<file path="src/rtl/ft_regfile_pkg.sv">
// Shared types and SEC-DED (extended Hamming) coding helpers for ft_regfile.
// Codeword bit i is Hamming position i; bit 0 is the overall-parity bit.
package ft_regfile_pkg;

    localparam int MAX_DW = 64;
    localparam int MAX_P  = 7;
    localparam int MAX_CW = MAX_DW + MAX_P + 1;

    typedef enum logic {SCAN, FIX} scrub_state_t;

    typedef struct packed {
        logic [MAX_DW-1:0] data;
        logic [MAX_CW-1:0] cw;
        logic              sec;
        logic              ded;
    } dec_t;

    function automatic int calc_parity_bits(input int dw);
        int p;
        p = 0;
        while ((1 << p) < dw + p + 1) p++;
        return p;
    endfunction

    function automatic logic [MAX_CW-1:0] encode(input logic [MAX_DW-1:0] data,
                                                 input int dw, input int p);
        logic [MAX_CW-1:0] cw;
        logic              par;
        int                j;
        cw = '0;
        j  = 0;
        for (int pos = 1; pos < MAX_CW; pos++)
            if (pos <= dw + p && (pos & (pos - 1)) != 0) begin
                cw[pos] = data[j];
                j++;
            end
        for (int i = 0; i < MAX_P; i++)
            if (i < p) begin
                par = 1'b0;
                for (int pos = 1; pos < MAX_CW; pos++)
                    if (pos <= dw + p && pos[i]) par = par ^ cw[pos];
                cw[1 << i] = par;
            end
        cw[0] = ^cw;
        return cw;
    endfunction

    // Odd overall parity means one flip (syndrome 0 points at the parity bit itself);
    // even parity with a non-zero syndrome is a double error and the raw word is kept.
    function automatic dec_t decode(input logic [MAX_CW-1:0] cw_in, input int dw, input int p);
        dec_t              r;
        logic [MAX_CW-1:0] c;
        logic              ovr;
        int                s;
        int                j;
        c   = cw_in;
        s   = 0;
        ovr = 1'b0;
        for (int pos = 0; pos < MAX_CW; pos++)
            if (pos <= dw + p) begin
                ovr = ovr ^ c[pos];
                for (int i = 0; i < MAX_P; i++)
                    if (i < p && pos[i]) s[i] = s[i] ^ c[pos];
            end
        r.sec = 1'b0;
        r.ded = 1'b0;
        if (ovr) begin
            if (s <= dw + p) begin
                c[s]  = ~c[s];
                r.sec = 1'b1;
            end else begin
                r.ded = 1'b1;
            end
        end else if (s != 0) begin
            r.ded = 1'b1;
        end
        r.cw   = r.ded ? cw_in : c;
        r.data = '0;
        j      = 0;
        for (int pos = 1; pos < MAX_CW; pos++)
            if (pos <= dw + p && (pos & (pos - 1)) != 0) begin
                r.data[j] = r.cw[pos];
                j++;
            end
        return r;
    endfunction

endpackage

</file>
<file path="src/rtl/ft_regfile_secded_dec.sv">
// Combinational SEC-DED decoder: corrected data, corrected codeword and error flags.
module secded_dec
    import ft_regfile_pkg::*;
#(
    parameter int DATA_WIDTH = 32,
    parameter int P          = calc_parity_bits(DATA_WIDTH),
    parameter int CW         = DATA_WIDTH + P + 1
) (
    input  logic [CW-1:0]         cw,
    output logic [DATA_WIDTH-1:0] data,
    output logic [CW-1:0]         cw_fix,
    output logic                  sec,
    output logic                  ded
);

    always_comb begin
        dec_t r;
        r      = decode(MAX_CW'(cw), DATA_WIDTH, P);
        data   = r.data[DATA_WIDTH-1:0];
        cw_fix = r.cw[CW-1:0];
        sec    = r.sec;
        ded    = r.ded;
    end

endmodule

</file>
<file path="src/rtl/ft_regfile.sv">
// SEC-DED protected register file, 1W/NUM_READ-R, with fault injection.
// Define FT_REGFILE_SCRUB_EN to build the background scrubber.
module ft_regfile
    import ft_regfile_pkg::*;
#(
    parameter int ADDR_WIDTH  = 5,
    parameter int DATA_WIDTH  = 32,
    parameter int NUM_READ    = 2,
    parameter int ZERO_REG_EN = 1,
    parameter int P           = calc_parity_bits(DATA_WIDTH),
    parameter int CW          = DATA_WIDTH + P + 1
) (
    input  logic                           clk,
    input  logic                           rst,
    input  logic [NUM_READ*ADDR_WIDTH-1:0] raddr_i,
    output logic [NUM_READ*DATA_WIDTH-1:0] rdata_o,
    output logic [NUM_READ-1:0]            rerr_sec_o,
    output logic [NUM_READ-1:0]            rerr_ded_o,
    input  logic [ADDR_WIDTH-1:0]          waddr_i,
    input  logic [DATA_WIDTH-1:0]          wdata_i,
    input  logic                           we_i,
    input  logic                           inj_en_i,
    input  logic [ADDR_WIDTH-1:0]          inj_addr_i,
    input  logic [CW-1:0]                  inj_mask_i,
    input  logic                           scrub_en_i,
    output logic [ADDR_WIDTH-1:0]          scrub_addr_o,
    output logic [15:0]                    sec_cnt_o,
    output logic                           ded_sticky_o
);

    localparam int DEPTH = 2 ** ADDR_WIDTH;
    localparam logic [ADDR_WIDTH-1:0] FIRST_ADDR =
        (ZERO_REG_EN != 0) ? ADDR_WIDTH'(1) : ADDR_WIDTH'(0);

    logic [CW-1:0]         mem [DEPTH];
    logic [CW-1:0]         wenc;
    logic                  wb_en;
    logic [CW-1:0]         wb_cw;
    logic [ADDR_WIDTH-1:0] scrub_addr;

    always_comb begin
        logic [MAX_CW-1:0] e;
        e    = encode(MAX_DW'(wdata_i), DATA_WIDTH, P);
        wenc = e[CW-1:0];
    end

    // Scrub write-back only fires with we_i low, so it never races a port write.
    for (genvar a = 0; a < DEPTH; a++) begin : g_word
        logic [CW-1:0] q;
        if (ZERO_REG_EN != 0 && a == 0) begin : g_zero
            assign q = '0;
        end else begin : g_reg
            logic [CW-1:0] d;
            always_comb begin
                d = q;
                if (we_i && waddr_i == ADDR_WIDTH'(a))           d = wenc;
                else if (wb_en && scrub_addr == ADDR_WIDTH'(a)) d = wb_cw;
                if (inj_en_i && inj_addr_i == ADDR_WIDTH'(a))    d = d ^ inj_mask_i;
            end
            always_ff @(posedge clk or posedge rst)
                if (rst) q <= '0;
                else     q <= d;
        end
        assign mem[a] = q;
    end

    for (genvar k = 0; k < NUM_READ; k++) begin : g_rd
        logic [ADDR_WIDTH-1:0] ra;
        logic [DATA_WIDTH-1:0] d;
        logic                  s, e, z;
        assign ra = raddr_i[k*ADDR_WIDTH +: ADDR_WIDTH];
        assign z  = (ZERO_REG_EN != 0) && (ra == '0);
        secded_dec #(.DATA_WIDTH(DATA_WIDTH), .P(P), .CW(CW)) u_dec (
            .cw(mem[ra]), .data(d), .cw_fix(), .sec(s), .ded(e)
        );
        assign rdata_o[k*DATA_WIDTH +: DATA_WIDTH] = z ? '0 : d;
        assign rerr_sec_o[k] = s & ~z;
        assign rerr_ded_o[k] = e & ~z;
    end

`ifdef FT_REGFILE_SCRUB_EN
    scrub_state_t  state;
    logic [CW-1:0] s_fix;
    logic          s_sec, s_ded;
    logic [15:0]   sec_cnt;
    logic          ded_sticky;

    secded_dec #(.DATA_WIDTH(DATA_WIDTH), .P(P), .CW(CW)) u_sdec (
        .cw(mem[scrub_addr]), .data(), .cw_fix(s_fix), .sec(s_sec), .ded(s_ded)
    );

    function automatic logic [ADDR_WIDTH-1:0] next_addr(input logic [ADDR_WIDTH-1:0] a);
        return (a == ADDR_WIDTH'(DEPTH - 1)) ? FIRST_ADDR : a + 1'b1;
    endfunction

    assign wb_en = (state == FIX) && scrub_en_i && !we_i;

    // A port write landing on the word being flagged supersedes it, so no fix is queued.
    always_ff @(posedge clk or posedge rst)
        if (rst) begin
            state      <= SCAN;
            scrub_addr <= FIRST_ADDR;
            wb_cw      <= '0;
            sec_cnt    <= '0;
            ded_sticky <= 1'b0;
        end else if (scrub_en_i) begin
            case (state)
                SCAN:
                    if (s_sec && !(we_i && waddr_i == scrub_addr)) begin
                        wb_cw <= s_fix;
                        state <= FIX;
                    end else begin
                        if (s_ded) ded_sticky <= 1'b1;
                        scrub_addr <= next_addr(scrub_addr);
                    end
                FIX:
                    if (!we_i) begin
                        if (sec_cnt != 16'hFFFF) sec_cnt <= sec_cnt + 16'd1;
                        scrub_addr <= next_addr(scrub_addr);
                        state      <= SCAN;
                    end else if (waddr_i == scrub_addr) begin
                        scrub_addr <= next_addr(scrub_addr);
                        state      <= SCAN;
                    end
                default: state <= SCAN;
            endcase
        end

    assign scrub_addr_o = scrub_addr;
    assign sec_cnt_o    = sec_cnt;
    assign ded_sticky_o = ded_sticky;
`else
    assign wb_en        = 1'b0;
    assign wb_cw        = '0;
    assign scrub_addr   = '0;
    assign scrub_addr_o = '0;
    assign sec_cnt_o    = '0;
    assign ded_sticky_o = 1'b0;
`endif

endmodule

</file>
<file path="config.mk">
export PLATFORM = sky130hd
export DESIGN_NAME = ft_regfile
export DESIGN_NICKNAME = d
export VERILOG_FILES = /design/src/rtl/ft_regfile_pkg.sv /design/src/rtl/ft_regfile_secded_dec.sv /design/src/rtl/ft_regfile.sv
export SDC_FILE = /design/constraint.sdc
export NUM_CORES = 2
export LEC_CHECK = 0
export CAP_MARGIN = 10
export CELL_PAD_IN_SITES_DETAIL_PLACEMENT = 0
export CELL_PAD_IN_SITES_GLOBAL_PLACEMENT = 2
export CORE_ASPECT_RATIO = 0.6
export CORE_MARGIN = 2
export CORE_UTILIZATION = 39
export CTS_CLUSTER_SIZE = 20
export DETAILED_ROUTE_END_ITERATION = 7
export HOLD_SLACK_MARGIN = 0.15
export PLACE_DENSITY_LB_ADDON = 0.1
export SYNTH_ARGS = -nofsm -noshare
export SYNTH_HDL_FRONTEND = slang
export SYNTH_SLANG_ARGS = --single-unit
</file>
<file path="constraint.sdc">
create_clock -name clk -period 36.3 [get_ports clk]
set_input_delay 3.63 -clock clk [delete_from_list [all_inputs] [get_ports clk]]
set_output_delay 3.63 -clock clk [all_outputs]
set_load 0.005 [all_outputs]
</file>
==> impl_metrics.csv <==
group,metric,value,unit
clock_tree,postCtsSetupRepairBufs,0,
routing,first_pass_iters,6,
routing,vias,65000,
synthesis,yosysTopAreaCell,"dfrtp_1",
setup_path,worstPathRequired,32.67,ns
timing,fin_worst_skew,0,ns
setup_path,cpMostUsedCell,"buf_4",
timing,layout_setup_ws,20.56,ns
routing,viasPerCell,6.13,
power,p_sw,3610,uW
timing,fmax,0.0635,GHz
floorplanning,ios,186,
timing,grt_setup_unrepaired,"no",
final_layout,regMostFlops,"g_word.q",
routing,finalWirelength,404,mm
setup_path,worstSetupPathType,"in2out",
timing,final-max-slew-violation-count,0,
power,powerDensity,88.6,nW/um^2
synthesis,synth_seq_cells,1209,
floorplanning,start_util,39.2,%
synthesis,synth_area_leaders,"dfrtp_1 36%, mux2i_1 14%, mux4_2 13%",
global_routing,gr-total-overflow,0,
clock_tree,tritoncts,"done",
placement,gp_congestion,0.859,
final_layout,finalNetCount,7725,
synthesis,yosysMostFrequentCell,"nand2_1",
global_routing,grt_max_degree,133,
timing,slew_headroom,5.18,%
synthesis,synth_area,84600,um^2
power,leakage,0.0365,uW
setup_path,crit_path_end_kind,"primary output",
floorplanning,rows,132,
global_routing,antenna_found_initial,21,
synthesis,syn_inst,7839,
floorplanning,core_area,216000,um^2
setup_path,crit_buf_inv,5,
clock_tree,clock_sinks,1209,
setup_path,startpoint_type,"primary input",
power,p_int,4660,uW
power,p_clk_share,18.6,%
routing,first_iter_violations,8781,
final_layout,drive_gt1_share,16.2,%
clock_tree,worstSkewPairLatency,0.81,ns
power,seqPwrFrac,28.6,%
routing,wl_per_cell,38.0,um
clock_tree,cts_resized,0,
clock_tree,cts_made_buffers,146,
global_routing,grt_pass1_vias,62900,
setup_path,path_cells,"buf_8 -> buf_4 -> buf_4 -> buf_4 -> mux4_2 -> a22oi_1 -> a21oi_1 -> a31oi_2 -> xor2_1 -> xnor3_1 -> xnor3_2 -> xor2_1 -> nand3_1 -> nand3_1 -> nor4_2 -> a21o_1 -> a21oi_1 -> clkdlybuf4s50_1",
worst_hold_path,worstHoldPathType,"reg2reg",
global_routing,grt_pass1_wl,554,mm
power,swShare,43.7,%
synthesis,synth.avg_cell_area,10.8,um^2
setup_path,cp_slowest_stage_delay,0.87,ns
clock_tree,cts_buffer_depth,4,
floorplanning,fp.dieH,365,um
clock_tree,path_clk_slew,0.06,ns
synthesis,ys_seq_area_share,35.8,%
timing,worst_slew_pin_slew,1.42,ns
synthesis,synthTopCellsByCount,"1519 x nand2_1, 1217 x mux2i_1, 1209 x dfrtp_1, 1046 x xor2_1, 547 x clkbuf_1",
synthesis,synth.distinct_cells,90,
placement,place_ws,20.62,ns
synthesis,async_flop_share,100,%
timing,hold_viol_final,0,
placement,dp_hpwl,242,mm
run_status,run_status,"complete, no violations",
final_layout,nFillCells,20200,
floorplanning,dieArea,221000,um^2
clock_tree,htreeDepth,4,
clock_tree,cts-root-buf,"clkbuf_16",
floorplanning,die-width,605,um
final_layout,largest_reg_flops,1209,
global_routing,grt_usage,36.3,%
synthesis,synth_top_flop_cell,"dfrtp_1",
setup_path,crit_arrival,12.11,ns
timing,fin_crit,15.74,ns
timing,fin_crit_sh,43.4,%
setup_path,slowest_stage,"buf_4",
setup_path,cp_max_fo,64,
timing,fin_tns_setup,0,ns
timing,setup_viol,0,
synthesis,yosysTopAreaCellShare,35.8,%
final_layout,area_delta_synth_final,10.4,%
power,vdd_drop_max,124,uV
synthesis,ys_warn_count,0,
synthesis,synth_edf_count,0,
clock_tree,cts_hold_buffers,0,
placement,port_buffers,162,
final_layout,reg.largest.list,"g_word.q x1209",
flow_run,cap_violations,0,
routing,route.detailed.drc,0,
routing,detail-route-antenna-nets,0,
power,combPwrFrac,52.9,%
setup_path,critPathTopFamily,"buffers and inverters",
logic make-up after synthesis:
group	after synthesis	share of synthesized area, %
xor+xnor	1410	15.0
compound gates	653	5.01
other cells	1	0.00443
flops	1209	35.8
buf+inv	816	4.69
mux	1866	30.6
simple gates	1884	8.93
cell usage in the layout, fill, tap and decap left out, types with 27 or more instances in the layout:
cell type / netlist / layout
mux2_2: 98 / 98
nor2_1: 162 / 117
xnor2_1: 339 / 332
clkinv_2: 0 / 27
a21oi_1: 67 / 67
xor2_1: 1046 / 1046
nand3_1: 42 / 42
buf_4: 75 / 251
a22oi_1: 87 / 87
o22ai_1: 35 / 35
clkdlybuf4s50_1: 0 / 152
mux4_1: 43 / 43
nor2_4: 0 / 40
dfrtp_1: 1209 / 1209
a221oi_1: 35 / 35
mux4_2: 502 / 502
nand2_1: 1519 / 1505
o21ai_0: 269 / 267
mux2i_1: 1217 / 1213
clkbuf_16: 0 / 151
nor2b_1: 39 / 33
a22o_1: 36 / 36
worst paths after layout:
check / startpoint / endpoint / slack [ns] / cells past startpoint
worst max-delay path: raddr_i[5] / rdata_o[63] / 20.56 / 18
worst min-delay path: g_word[19].q[8] / g_word[19].q[8] / 0.59 / 3
worst max register to register: g_word[11].q[16] / g_word[11].q[16] / 35.36 / 3
worst min register to register: g_word[19].q[8] / g_word[19].q[8] / 0.59 / 3
max in group asynchronous: rst / g_word[20].q[6] / 28.29 / 7
min in group asynchronous: rst / g_word[22].q[25] / 3.20 / 2
worst reg2reg max path, delay by kind of cell, from the launching register on:
| kind | cells | cell delay (ns) |
|---|---|---|
| compound gates | 1 | 0.14 |
| xor+xnor | 1 | 0.19 |
| flops | 1 | 0.41 |
| simple gates | 1 | 0.07 |
final cells by class:
cell class,count,area [um^2],area share [%]
antenna,8,20.0,0.0214
clock buffer,200,4210,4.51
clock inverter,47,470,0.504
inverter,21,82.6,0.0884
multi-input combinational,5835,51100,54.7
sequential,1209,30300,32.4
tap,2881,3600,3.86
timing repair buffer,416,3620,3.87
routing by layer:
layer | GRT usage (%) | wire (um) | vias to the layer above | part of all wire [%]
li1 | - | - | 26800 | -
met3 | 10.6 | 44100 | 693 | 11
met4 | 11.9 | 14900 | 2 | 3.7
met5 | 0 | 20 | - | 0.0050
met2 | 51.0 | 165000 | 3544 | 41
met1 | 53.1 | 180000 | 34000 | 44
power groups by stage:
stage / combinational [uW] / clock (uW) / sequential [uW]
after floorplan: 3190 / 0 / 2200
after CTS: 4310 / 1550 / 2340
after detailed placement: 4290 / 0 / 2360
final: 4370 / 1540 / 2360
after global routing: 4700 / 1610 / 2430
after global placement: 4220 / 0 / 2350
per-stage QoR:
step	cell area, um^2	utilization, %	power [uW]	hold WS, ns	cells
floorplan	84600	-	5400	0.555	7860
global placement	88700	41.1	6560	0.576	10400
detailed placement	88700	41.1	6650	0.585	10400
CTS	93300	43.3	8200	0.592	10600
global route	93400	43.3	8740	0.622	10600
finish	93400	43.3	8270	0.593	10600
(Power assumes the default switching activity.)
